[config.mk]
export PLATFORM = sky130hd
export DESIGN_NAME = bullet_ctrl_flat
export DESIGN_NICKNAME = d
export VERILOG_FILES = /design/src/rtl/bullet_ctrl_if.sv /design/src/rtl/bullet_ctrl.sv /design/src/flat_wrapper.sv
export SDC_FILE = /design/constraint.sdc
export NUM_CORES = 1
export LEC_CHECK = 0
export ABC_AREA = 1
export BUFFER_PORTS_ARGS = -buffer_cell sky130_fd_sc_hd__buf_2
export CAP_MARGIN = 20
export CORE_UTILIZATION = 55
export CTS_CLUSTER_DIAMETER = 100
export DETAILED_ROUTE_END_ITERATION = 10
export GPL_ROUTABILITY_DRIVEN = 0
export HOLD_SLACK_MARGIN = 0.15
export PLACE_DENSITY = 0.8
export REMOVE_ABC_BUFFERS = 1
export SYNTH_ARGS = -nofsm -noshare
export SYNTH_HDL_FRONTEND = slang
export SYNTH_SLANG_ARGS = --single-unit
[constraint.sdc]
create_clock -name frame_clk -period 3 [get_ports frame_clk]
set_input_delay 0.45 -clock frame_clk [delete_from_list [all_inputs] [get_ports frame_clk]]
set_output_delay 0.45 -clock frame_clk [all_outputs]
set_load 0.01 [all_outputs]
[src/rtl/bullet_ctrl_if.sv]
// Bus between a tank's control logic and its projectile controller.
// The master side supplies tank pose, fire and collision feedback; the slave returns bullet state.
interface bullet_ctrl_if;
  logic       fire;
  logic [9:0] TankX;
  logic [9:0] TankY;
  logic [1:0] Dir;
  logic       barrier_hit;
  logic       tank_hit;
  logic [9:0] BulletX;
  logic [9:0] BulletY;
  logic       bullet_active;
  logic       hit_pulse;

  modport master (
    output fire, TankX, TankY, Dir, barrier_hit, tank_hit,
    input  BulletX, BulletY, bullet_active, hit_pulse
  );

  modport slave (
    input  fire, TankX, TankY, Dir, barrier_hit, tank_hit,
    output BulletX, BulletY, bullet_active, hit_pulse
  );
endinterface

[src/rtl/bullet_ctrl.sv]
// Per-tank projectile controller: spawns a bullet at the muzzle on a fire press, steps it once
// per frame, and retires it on tank hit, barrier hit, screen edge or lifetime expiry.
module bullet_ctrl #(
  parameter int SPEED     = 4,
  parameter int SPAWN_OFS = 8,
  parameter int LIFETIME  = 120,
  parameter int COOLDOWN  = 30,
  parameter int X_MAX     = 639,
  parameter int Y_MAX     = 479,
  parameter int PARK_X    = 1000,
  parameter int PARK_Y    = 1000
) (
  input logic          frame_clk,
  input logic          Reset,
  bullet_ctrl_if.slave bus
);

  typedef enum logic [1:0] {IDLE, FLYING, COOLDN} state_t;
  typedef enum logic [1:0] {DIR_UP = 2'b00, DIR_DOWN = 2'b01, DIR_LEFT = 2'b10, DIR_RIGHT = 2'b11} dir_t;

  localparam logic [10:0] OFS11   = 11'(SPAWN_OFS);
  localparam logic [10:0] SPD11   = 11'(SPEED);
  localparam logic [10:0] XMAX11  = 11'(X_MAX);
  localparam logic [10:0] YMAX11  = 11'(Y_MAX);
  localparam logic [9:0]  PARK_X10 = 10'(PARK_X);
  localparam logic [9:0]  PARK_Y10 = 10'(PARK_Y);
  localparam logic [7:0]  LIFE_LAST = 8'(LIFETIME - 1);
  localparam logic [7:0]  CD_LAST   = 8'(COOLDOWN - 1);

  state_t     state, state_d;
  dir_t       dir_q, dir_d;
  logic [9:0] x_q, x_d, y_q, y_d;
  logic       active_q, active_d;
  logic       pulse_q, pulse_d;
  logic       fire_prev;
  logic [7:0] life_cnt, life_d;
  logic [7:0] cd_cnt, cd_d;

  logic        fire_edge;
  logic [10:0] tank_x11, tank_y11, spawn_x, spawn_y;
  logic        spawn_ok;
  logic [10:0] cur_x11, cur_y11, step_x, step_y;
  logic        off_screen;

  assign fire_edge = bus.fire & ~fire_prev;
  assign tank_x11  = {1'b0, bus.TankX};
  assign tank_y11  = {1'b0, bus.TankY};
  assign cur_x11   = {1'b0, x_q};
  assign cur_y11   = {1'b0, y_q};

  // Underflow wraps to >= 2040 in 11 bits, so the upper-bound test also rejects it.
  always_comb begin
    spawn_x = tank_x11;
    spawn_y = tank_y11;
    case (dir_t'(bus.Dir))
      DIR_UP:    spawn_y = tank_y11 - OFS11;
      DIR_DOWN:  spawn_y = tank_y11 + OFS11;
      DIR_LEFT:  spawn_x = tank_x11 - OFS11;
      DIR_RIGHT: spawn_x = tank_x11 + OFS11;
      default:   spawn_x = tank_x11;
    endcase
    spawn_ok = (spawn_x <= XMAX11) && (spawn_y <= YMAX11);
  end

  always_comb begin
    step_x     = cur_x11;
    step_y     = cur_y11;
    off_screen = 1'b0;
    case (dir_q)
      DIR_UP: begin
        off_screen = cur_y11 < SPD11;
        step_y     = cur_y11 - SPD11;
      end
      DIR_DOWN: begin
        off_screen = (cur_y11 + SPD11) > YMAX11;
        step_y     = cur_y11 + SPD11;
      end
      DIR_LEFT: begin
        off_screen = cur_x11 < SPD11;
        step_x     = cur_x11 - SPD11;
      end
      DIR_RIGHT: begin
        off_screen = (cur_x11 + SPD11) > XMAX11;
        step_x     = cur_x11 + SPD11;
      end
      default: off_screen = 1'b1;
    endcase
  end

  // NOTE: every signal written here gets its default first so no path can infer a latch.
  always_comb begin
    state_d  = state;
    dir_d    = dir_q;
    x_d      = x_q;
    y_d      = y_q;
    active_d = active_q;
    pulse_d  = 1'b0;
    life_d   = life_cnt;
    cd_d     = cd_cnt;
    case (state)
      IDLE: begin
        if (fire_edge && spawn_ok) begin
          state_d  = FLYING;
          dir_d    = dir_t'(bus.Dir);
          x_d      = spawn_x[9:0];
          y_d      = spawn_y[9:0];
          life_d   = 8'd0;
          active_d = 1'b1;
        end
      end
      FLYING: begin
        if (bus.tank_hit || bus.barrier_hit || off_screen || life_cnt == LIFE_LAST) begin
          state_d  = COOLDN;
          cd_d     = 8'd0;
          active_d = 1'b0;
          x_d      = PARK_X10;
          y_d      = PARK_Y10;
          pulse_d  = bus.tank_hit;
        end else begin
          x_d    = step_x[9:0];
          y_d    = step_y[9:0];
          life_d = life_cnt + 8'd1;
        end
      end
      COOLDN: begin
        if (cd_cnt == CD_LAST) state_d = IDLE;
        else                   cd_d    = cd_cnt + 8'd1;
      end
      default: state_d = IDLE;
    endcase
  end

  // NOTE: sequential state uses non-blocking assignments so all registers update together.
  always_ff @(posedge frame_clk or posedge Reset) begin
    if (Reset) begin
      state     <= IDLE;
      dir_q     <= DIR_UP;
      x_q       <= PARK_X10;
      y_q       <= PARK_Y10;
      active_q  <= 1'b0;
      pulse_q   <= 1'b0;
      fire_prev <= 1'b0;
      life_cnt  <= 8'd0;
      cd_cnt    <= 8'd0;
    end else begin
      state     <= state_d;
      dir_q     <= dir_d;
      x_q       <= x_d;
      y_q       <= y_d;
      active_q  <= active_d;
      pulse_q   <= pulse_d;
      fire_prev <= bus.fire;
      life_cnt  <= life_d;
      cd_cnt    <= cd_d;
    end
  end

  assign bus.BulletX       = x_q;
  assign bus.BulletY       = y_q;
  assign bus.bullet_active = active_q;
  assign bus.hit_pulse     = pulse_q;

endmodule

[src/flat_wrapper.sv]
// flat-port wrapper written by rule: the top's interface ports become plain ports
module bullet_ctrl_flat 
#(
  parameter int SPEED     = 4,
  parameter int SPAWN_OFS = 8,
  parameter int LIFETIME  = 120,
  parameter int COOLDOWN  = 30,
  parameter int X_MAX     = 639,
  parameter int Y_MAX     = 479,
  parameter int PARK_X    = 1000,
  parameter int PARK_Y    = 1000
)
  (frame_clk, Reset, bus_fire, bus_TankX, bus_TankY, bus_Dir, bus_barrier_hit, bus_tank_hit, bus_BulletX, bus_BulletY, bus_bullet_active, bus_hit_pulse);
  bullet_ctrl_if bus_i ();
  input logic frame_clk;
  input logic Reset;
  input wire logic [$bits(bus_i.fire)-1:0] bus_fire;
  input wire logic [$bits(bus_i.TankX)-1:0] bus_TankX;
  input wire logic [$bits(bus_i.TankY)-1:0] bus_TankY;
  input wire logic [$bits(bus_i.Dir)-1:0] bus_Dir;
  input wire logic [$bits(bus_i.barrier_hit)-1:0] bus_barrier_hit;
  input wire logic [$bits(bus_i.tank_hit)-1:0] bus_tank_hit;
  output wire logic [$bits(bus_i.BulletX)-1:0] bus_BulletX;
  output wire logic [$bits(bus_i.BulletY)-1:0] bus_BulletY;
  output wire logic [$bits(bus_i.bullet_active)-1:0] bus_bullet_active;
  output wire logic [$bits(bus_i.hit_pulse)-1:0] bus_hit_pulse;
  assign bus_i.fire = bus_fire;
  assign bus_i.TankX = bus_TankX;
  assign bus_i.TankY = bus_TankY;
  assign bus_i.Dir = bus_Dir;
  assign bus_i.barrier_hit = bus_barrier_hit;
  assign bus_i.tank_hit = bus_tank_hit;
  assign bus_BulletX = bus_i.BulletX;
  assign bus_BulletY = bus_i.BulletY;
  assign bus_bullet_active = bus_i.bullet_active;
  assign bus_hit_pulse = bus_i.hit_pulse;
  bullet_ctrl #(.SPEED(SPEED), .SPAWN_OFS(SPAWN_OFS), .LIFETIME(LIFETIME), .COOLDOWN(COOLDOWN), .X_MAX(X_MAX), .Y_MAX(Y_MAX), .PARK_X(PARK_X), .PARK_Y(PARK_Y)) u_core (.frame_clk(frame_clk), .Reset(Reset), .bus(bus_i));
endmodule
# After elaboration in Yosys (flattened, before gate mapping)
# Index checks and enable logic that the tools add are counted.
[classes] n_lt_le_gt_ge=6 eq_ne=17 n_reduce_logical=17 n_mux=26 addsub=10 bitwise=2
[op_table] op="one-hot mux 10 bit (2 select lines)" count=4
[op_table] op="one-hot mux 11 bit (2 select lines)" count=2
[op_table] op="two-way mux 10 bit" count=4
[op_table] op="two-way mux 8 bit" count=4
[op_table] op="one-hot mux 8 bit (2 select lines)" count=2
[op_table] op="adder 10 x 3 -> 11 bit (second input constant)" count=2
[op_table] op="adder 10 x 4 -> 11 bit (second input constant)" count=2
[op_table] op="subtractor 10 x 4 -> 11 bit (second input constant)" count=2
[op_table] op="< comparator 10 x 3 -> 1 bit (second input constant)" count=2
[op_table] op="subtractor 10 x 3 -> 10 bit (second input constant)" count=2
[op_table] op="AND reduction 3 bit" count=6
[op_table] op="adder 8 x 1 -> 8 bit (second input constant)" count=2
[op_table] op="greater-than comparator 11 x 10 -> 1 bit (second input constant)" count=1
[op_table] op="greater-than comparator 11 x 9 -> 1 bit (second input constant)" count=1
[op_table] op="less-or-equal comparator 11 x 10 -> 1 bit (second input constant)" count=1
[op_table] op="less-or-equal comparator 11 x 9 -> 1 bit (second input constant)" count=1
[op_table] op="equality test 2 bit (second input constant)" count=5
[op_table] op="equality test 8 x 5 -> 1 bit (second input constant)" count=1
[op_table] op="equality test 8 x 7 -> 1 bit (second input constant)" count=1
[op_table] op="inequality test 4 x 3 -> 1 bit (second input constant)" count=2
[op_table] op="equality test 2 x 1 -> 1 bit (second input constant)" count=3
[op_table] op="zero test 2 bit" count=3
[op_table] op="two-way mux 2 bit" count=3
[op_table] op="inequality test 2 x 1 -> 1 bit (second input constant)" count=3
[op_table] op="11 further kinds" count=19
[totals] out_inout_bits=22 input_bits=27 reg_bits=43 wordCells=87

# Longest topological paths before layout
# Gate-level depths: netlist of run 1.
[depth] depth_word=7 depth_mapped=20 mapped_depth_nobuf=19

# Least setup slack after synthesis of run 1
# No wires, ideal clock.
[synth_timing] path_kind="input-to-reg" start="input port bus_Dir[1]" end="register u_core.y_q[2], in the netlist u_core.bus.BulletY[2]" slack_ns=-0.030 t_required_ns=2.878 arrival_ns=2.908 setup_ns=0.122 cell_stages=20 path_buffers=3 path_cell_list="clkbuf_1 clkbuf_1 nor2_1 inv_1 ha_1 a21oi_1 nand2_1 nand2_1 nand2_1 nand2_1 nand2_1 nor2_1 nor2_1 nor2_1 nand4_1 nand2_1 nand2_4 buf_6 nand2_1 o21ai_1"
[synth_via] elab_chain_len=7 elab_cells_between_ends=14 cone_classes="order compare: 2; eq/ne: 4; mux: 4; reduce/logical: 4"
[synth_rtl] element="start: declaration" line="flat_wrapper.sv:20" source="input wire logic [$bits(bus_i.Dir)-1:0] bus_Dir;"
[synth_rtl] element="equality test 2 bit, or another cell as far along" line="bullet_ctrl.sv:55" source="case (dir_t'(bus.Dir))"
[synth_rtl] element="one-hot mux 11 bit (2 select lines)" line="bullet_ctrl.sv:55"
[synth_rtl] element="less-or-equal comparator 11 x 10 -> 1 bit or less-or-equal comparator 11 x 9 -> 1 bit (tied branches)" line="bullet_ctrl.sv:62" source="spawn_ok = (spawn_x <= XMAX11) && (spawn_y <= YMAX11);"
[synth_rtl] element="logical AND 1 bit" line="bullet_ctrl.sv:62"
[synth_rtl] element="logical AND 1 bit" line="bullet_ctrl.sv:102" source="if (fire_edge && spawn_ok) begin"
[synth_rtl] element="inequality test 2 x 1 -> 1 bit (no line)"
[synth_rtl] element="AND reduction 3 bit (no line)"
[synth_rtl] element="end signal: assignment" line="bullet_ctrl.sv:149" source="y_q <= y_d;"
[synth_rtl] element="end: declaration" line="bullet_ctrl.sv:32" source="logic [9:0] x_q, x_d, y_q, y_d;"
# Parallel ways exist; a longest one is shown, timed or not. The select of a mux whose other input is x is not followed.
# A chain may end at the register's enable or synchronous reset.

# Worst setup path in the final report of run 1
[layout_timing] start="input port bus_Dir[0]" end="register u_core.dir_q[1]"
[layout_via] elab_chain_len=6 elab_cells_between_ends=11 cone_classes="order compare: 2; eq/ne: 3; mux: 2; reduce/logical: 4"
[layout_rtl] element="equality test 2 bit, or another cell as far along" line="bullet_ctrl.sv:55"
[layout_rtl] element="one-hot mux 11 bit (2 select lines)" line="bullet_ctrl.sv:55"
[layout_rtl] element="less-or-equal comparator 11 x 10 -> 1 bit or less-or-equal comparator 11 x 9 -> 1 bit (tied branches)" line="bullet_ctrl.sv:62"
[layout_rtl] element="logical AND 1 bit (*)" line="bullet_ctrl.sv:62"
[layout_rtl] element="logical AND 1 bit (*)" line="bullet_ctrl.sv:102"
[layout_rtl] element="AND reduction 2 bit (no line) (*)"
[layout_rtl] element="end signal: assignment" line="bullet_ctrl.sv:147" source="dir_q <= dir_d;"
[layout_rtl] element="end: declaration" line="bullet_ctrl.sv:31" source="dir_t dir_q, dir_d;"
# Every way passes the cells marked *; elsewhere a longest branch is shown, timed or not.

==> flow_summary.json, run 1 <==
{
  "synth.area.mux_share_pct": 0,
  "cts_tree": "yes",
  "syn_avg_cell_area_sq_um": 6.45,
  "tns_ps": 0,
  "wirelength_microns": 9790,
  "numCtsBuffers": 5,
  "drive_above_1_share_pct": 15.1,
  "drc_errors": 0,
  "clkLatencyLatePin_ps": 300,
  "ir_drop_uv": 309,
  "clk_pin_slew_ps": 90,
  "critPathKind": "input port to flop",
  "p_per_area_mw_per_mm2": 765,
  "grt_max_degree": 44,
  "num_antenna_cells": 0,
  "outcome": "completed",
  "cts_resized": 0,
  "post-route-period-util_pct": 87.6,
  "start_util_pct": 57.8,
  "grt_pass1_wl_microns": 16700,
  "postCtsSetupRepairBufs": 0,
  "cp.arrival_ps": 2800,
  "ios": 49,
  "post-route-min-period_ps": 2630,
  "io_buffers": 48,
  "worst_pin_slew_ps": 543,
  "place_area_sq_mm": 0.00434,
  "rsz0062_at_grt": "false",
  "highest_layer": "met4",
  "relSlewSlack_pct": 63.8,
  "areaGrowthSynthToFinish_pct": 12.3,
  "clock_skew_ps": 13.2,
  "finalSetupViolCount": 0,
  "finish.net_count": 718,
  "num_vias": 4103,
  "cp_max_fo": 7,
  "wire_per_inst_microns": 12.8,
  "antenna_found_initial": 0,
  "synthDistinctLibCells": 40,
  "max_freq_mhz": 380,
  "synthSimpleGateAreaFrac_pct": 41.2,
  "grt_usage_pct": 27.8,
  "cts_num_sinks": 43,
  "synth_compound_area_share_pct": 10.4,
  "hold_class": "input port to async pin",
  "cts_max_level": 2,
  "cts-root-buf": "clkbuf_8",
  "final_common_cell": "nand2_1",
  "ys_warn_count": 0,
  "coreArea_sq_mm": 0.00687,
  "synth-xor-area-share_pct": 3.31,
  "routed-wl-met3_microns": 473,
  "drv_cap": 0,
  "met1_length_microns": 4640,
  "cts-hold-fix-buffers": 0,
  "yosysSeqAreaShare_pct": 27.5,
  "fp.dieH_microns": 86.9,
  "die_w_microns": 86.9,
  "critPathCaptureType": "flop",
  "wl_met2_microns": 4550,
  "synth_area_sq_mm": 0.00397,
  "die-area_sq_mm": 0.00756,
  "overflow": 0,
  "fin_area_sq_mm": 0.00446,
  "synth-seq-cells": 43,
  "drtIter0Drc": 239,
  "maxSlewViolCount": 0,
  "layout_common_cells": "nand2_1 (190), inv_1 (79), nand3_1 (62)",
  "startpoint_type": "input port",
  "dpl.hpwl_microns": 7750,
  "viasPerCell": 5.37,
  "grt_pass1_vias": 3771,
  "syn_inst": 615,
  "antenna_left": 0,
  "r2r_cells": 13,
  "drt-pass1-iter-count": 5,
  "clockBufferDepth": 2,
  "num_rows": 30,
  "hold_violations": 0,
  "power.leakage_uw": 0.00240,
  "critical_path_required_ps": 3170,
  "fill_cells": 641,
  "synth-adder-area-share_pct": 7.94,
  "synth_top_family_by_area": "simple AND/OR/NAND/NOR gates"
}
[critical path, stage by stage]
cell and delay (ps):
buf_2 100, inv_1 50, nor2_1 110, inv_1 140, ha_1 380, a21oi_1 210, nand2_1 120, nand2_1 90
nand2_1 50, nand2_1 60, nand2_1 40, nor2_1 100, nor2_1 60, nor2_1 140, nand2_1 60, nor2_1 120
nand3_1 170, buf_4 210, nand2_1 50, o21ai_0 80
[logic make-up after synthesis]
logic type / after synthesis
AO/OA/AOI/OAI: 70
flip-flops: 43
buffers and inverters: 96
AND/OR/NAND/NOR: 367
adder cells (fa/ha/maj): 24
XOR/XNOR: 15
[Yosys cell counts, drive strengths merged]
library cell	count	area, sq um
nor2	64	263
a21oi	18	101
nor3b	1	7.51
nand4	26	163
xnor2	5	43.8
o211ai	5	37.5
clkinv	1	3.75
o22ai	1	6.26
xor2	10	87.6
ha	22	275
inv	81	307
fa	2	40.0
buf	6	41.3
or2	2	12.5
dfstp	12	315
o21ai	38	201
nand3b	6	45.0
nand3	64	330
a31oi	3	18.8
o21bai	2	15.0
nor4	2	12.5
a41oi	1	16.3
a32oi	1	8.76
nor3	4	20.0
a21boi	1	7.51
dfrtp	31	776
clkbuf	8	30.0
nand2	198	783
[where the power goes]
group | leakage, uW | internal [uW] | switching (uW)
clock | 0.0000548 | 251 | 215
sequential | 0.000522 | 864 | 342
combinational | 0.00182 | 656 | 1080
[layout make-up]
type / count / area [sq um] / area share (%)
clock buffer: 5 / 68.8 / 1.54
clock inverter: 3 / 46.3 / 1.04
inverter: 82 / 310 / 6.96
multi-input combinational: 476 / 2500 / 56.0
sequential: 43 / 1090 / 24.5
tap: 96 / 120 / 2.70
timing repair buffer: 59 / 323 / 7.25
[state kept, by name, indices dropped and copies added, names as in the netlist, 2 cells and up]
register            cells
u_core.bus.BulletX     10
u_core.bus.BulletY     10
u_core.cd_cnt           8
u_core.life_cnt         8
u_core.dir_q            2
u_core.state            2
[routing by layer]
layer / vias up / track usage [%]
met2: 109 / 45.9
met3: 13 / 3.22
met1: 1883 / 38.2
met4: 0 / 8.64
met5: - / 0
li1: 2098 / -
[stage by stage]
stage | power (uW) | hold WS [ps] | instances | utilization, % | setup slack [ps]
CTS | 3390 | 284 | 764 | 64.9 | 400
finish | 3410 | 259 | 764 | 64.9 | 371
global route | 3720 | 305 | 764 | 64.9 | 47.6
global placement | 2850 | 467 | 756 | 63.2 | 157
floorplan | 2390 | 481 | 601 | - | 326
detailed placement | 2910 | 471 | 756 | 63.2 | 94.0
[worst paths after layout]
check | start | to | slack, ps
min reg2reg | u_core.bus.bullet_active | u_core.bus.bullet_active | 490
min | Reset | u_core.bus.bullet_active | 260
max reg2reg | u_core.bus.BulletY[3] | u_core.bus.BulletX[7] | 450
max in group asynchronous | Reset | u_core.bus.BulletX[5] | 2340
max | bus_Dir[0] | u_core.dir_q[1] | 370
min in group frame_clk | bus_fire | u_core.fire_prev | 300
Power figures use the tool's default switching activity.
==> run 2, diff against run 1 <==
--- a/config.mk
+++ b/config.mk
@@ -8,6 +8,7 @@
 export ABC_AREA = 1
 export BUFFER_PORTS_ARGS = -buffer_cell sky130_fd_sc_hd__buf_2
 export CAP_MARGIN = 20
+export CORE_MARGIN = 2
 export CORE_UTILIZATION = 55
 export CTS_CLUSTER_DIAMETER = 100
 export DETAILED_ROUTE_END_ITERATION = 10
==> run 2 against run 1 <==
Effect of this change:
- worst hold slack improved by 21 ps
- clock-buffer cell count up 1
- clock skew down 3.9 ps
- routed wire length is 0.46% higher
- sequential power about the same
- via count increased by 0.80%
- die area up 4.7%
- sequential cell count unchanged
- worst setup slack lost 18 ps
- utilization fell by 0.57 points
- clock power is 16% lower
- largest cell class unchanged
==> flow_summary.json, run 2 (synthesis gave the netlist of run 1 again) <==
{
  "clkLatencyLatePin_ps": 300,
  "post-route-period-util_pct": 88.2,
  "final_common_cell": "nand2_1",
  "grt_usage_pct": 25.5,
  "antenna_found_initial": 0,
  "io_buffers": 48,
  "worst_pin_slew_ps": 544,
  "hold_class": "input port to async pin",
  "clockBufferDepth": 2,
  "finish.net_count": 716,
  "tns_ps": 0,
  "grt_pass1_wl_microns": 16200,
  "clk_pin_slew_ps": 90,
  "ir_drop_uv": 296,
  "fin_area_sq_mm": 0.00444,
  "clock_skew_ps": 9.36,
  "max_freq_mhz": 378,
  "grt_pass1_vias": 3648,
  "drv_cap": 0,
  "critical_path_required_ps": 3180,
  "use_met1_pct": 35.7,
  "cp.arrival_ps": 2830,
  "hold_violations": 0,
  "rsz0062_at_grt": "false",
  "power.leakage_uw": 0.00238,
  "cp_max_fo": 13,
  "critPathKind": "flop to flop",
  "relSlewSlack_pct": 63.8,
  "cts-root-buf": "clkbuf_8",
  "maxSlewViolCount": 0,
  "critPathCaptureType": "flop",
  "cts_max_level": 2,
  "coreArea_sq_mm": 0.00691,
  "grt_max_degree": 44,
  "start_util_pct": 57.5,
  "wirelength_microns": 9830,
  "viasPerCell": 5.43,
  "layout_common_cells": "nand2_1 (189), inv_1 (79), nand3_1 (61)",
  "post-route-min-period_ps": 2650,
  "drive_above_1_share_pct": 15.3,
  "post-route-util_pct": 64.3,
  "drt-pass1-iter-count": 5,
  "areaGrowthSynthToFinish_pct": 11.9,
  "drtIter0Drc": 307,
  "grt_busiest_layer": "met2",
  "antenna_left": 0,
  "cts-hold-fix-buffers": 0,
  "met3_usage_pct": 2.31,
  "place_area_sq_mm": 0.00433,
  "wire_per_inst_microns": 12.9,
  "drc_errors": 0,
  "fp.dieH_microns": 88.9,
  "cts_num_sinks": 43,
  "p_per_area_mw_per_mm2": 748,
  "num_antenna_cells": 0,
  "overflow": 0,
  "num_vias": 4136,
  "finalSetupViolCount": 0,
  "cts_tree": "yes",
  "numCtsBuffers": 5,
  "grt_use_met2_pct": 42.6,
  "num_rows": 30,
  "startpoint_type": "flop",
  "die-area_sq_mm": 0.00791,
  "outcome": "completed",
  "ios": 49,
  "die_w_microns": 88.9,
  "dpl.hpwl_microns": 7630
}
-- run 2: per-stage QoR --
stage	hold slack [ps]	std cells	setup WS [ps]	total power, uW
after floorplan	481	601	326	2390
after global placement	464	754	144	2850
after detailed placement	461	754	74.7	2910
after CTS	298	762	352	3320
final	280	762	353	3320
after global routing	306	762	1.95	3630
-- run 2: path summary, 6_finish.rpt --
check                                         start                        to  slack [ps]  cells after the start
hold reg to reg            u_core.bus.bullet_active  u_core.bus.bullet_active         480                      2
hold / removal                                Reset  u_core.bus.bullet_active         280                      3
max in group asynchronous                     Reset     u_core.bus.BulletX[8]        2330                      3
setup / recovery              u_core.bus.BulletY[3]     u_core.bus.BulletX[2]         350                     14
min in group frame_clk                     bus_fire          u_core.fire_prev         310                      1
setup reg to reg              u_core.bus.BulletY[3]     u_core.bus.BulletX[2]         350                     14
-- run 2: cell type report --
cell class                      count  area, sq um
Clock buffer                        6         82.6
Clock inverter                      2         16.3
Fill cell                         649         2470
Inverter                           82          310
Multi-Input combinational cell    476         2510
Sequential cell                    43         1090
Tap cell                           96          120
Timing Repair Buffer               57          308
-- run 2: critical path, stage by stage, from the launching register on --
cell     delay, ps
dfstp_2        620
inv_1           70
ha_1           310
nand2_1         80
nor2_1          40
nand2_1         50
nand2_1         50
nand3_1         70
nand2_1         80
a21oi_4        240
nand3_2        140
nor2_4         290
nand2_1        260
nand4_1        160
nand2_1         60
-- run 2: what timing repair did --
action                                 in CTS  in global routing
setup endpoints to repair                   0                 20
resized for setup                           0                  4
setup buffers                               0                  0
endpoints found under the hold margin       0                  0
-- run 2: per-layer routing --
metal	vias to the layer above	share of wire, %
met4	0	1.3
met5	-	0
met2	137	47
met1	1884	46
met3	12	5.5
li1	2103	-
-- run 2: where the power goes --
part           total, uW  leakage, uW  switching [uW]  internal [uW]
Combinational       1740      0.00181            1080            657
Clock                393    0.0000474             205            188
Sequential          1190     0.000522             324            864
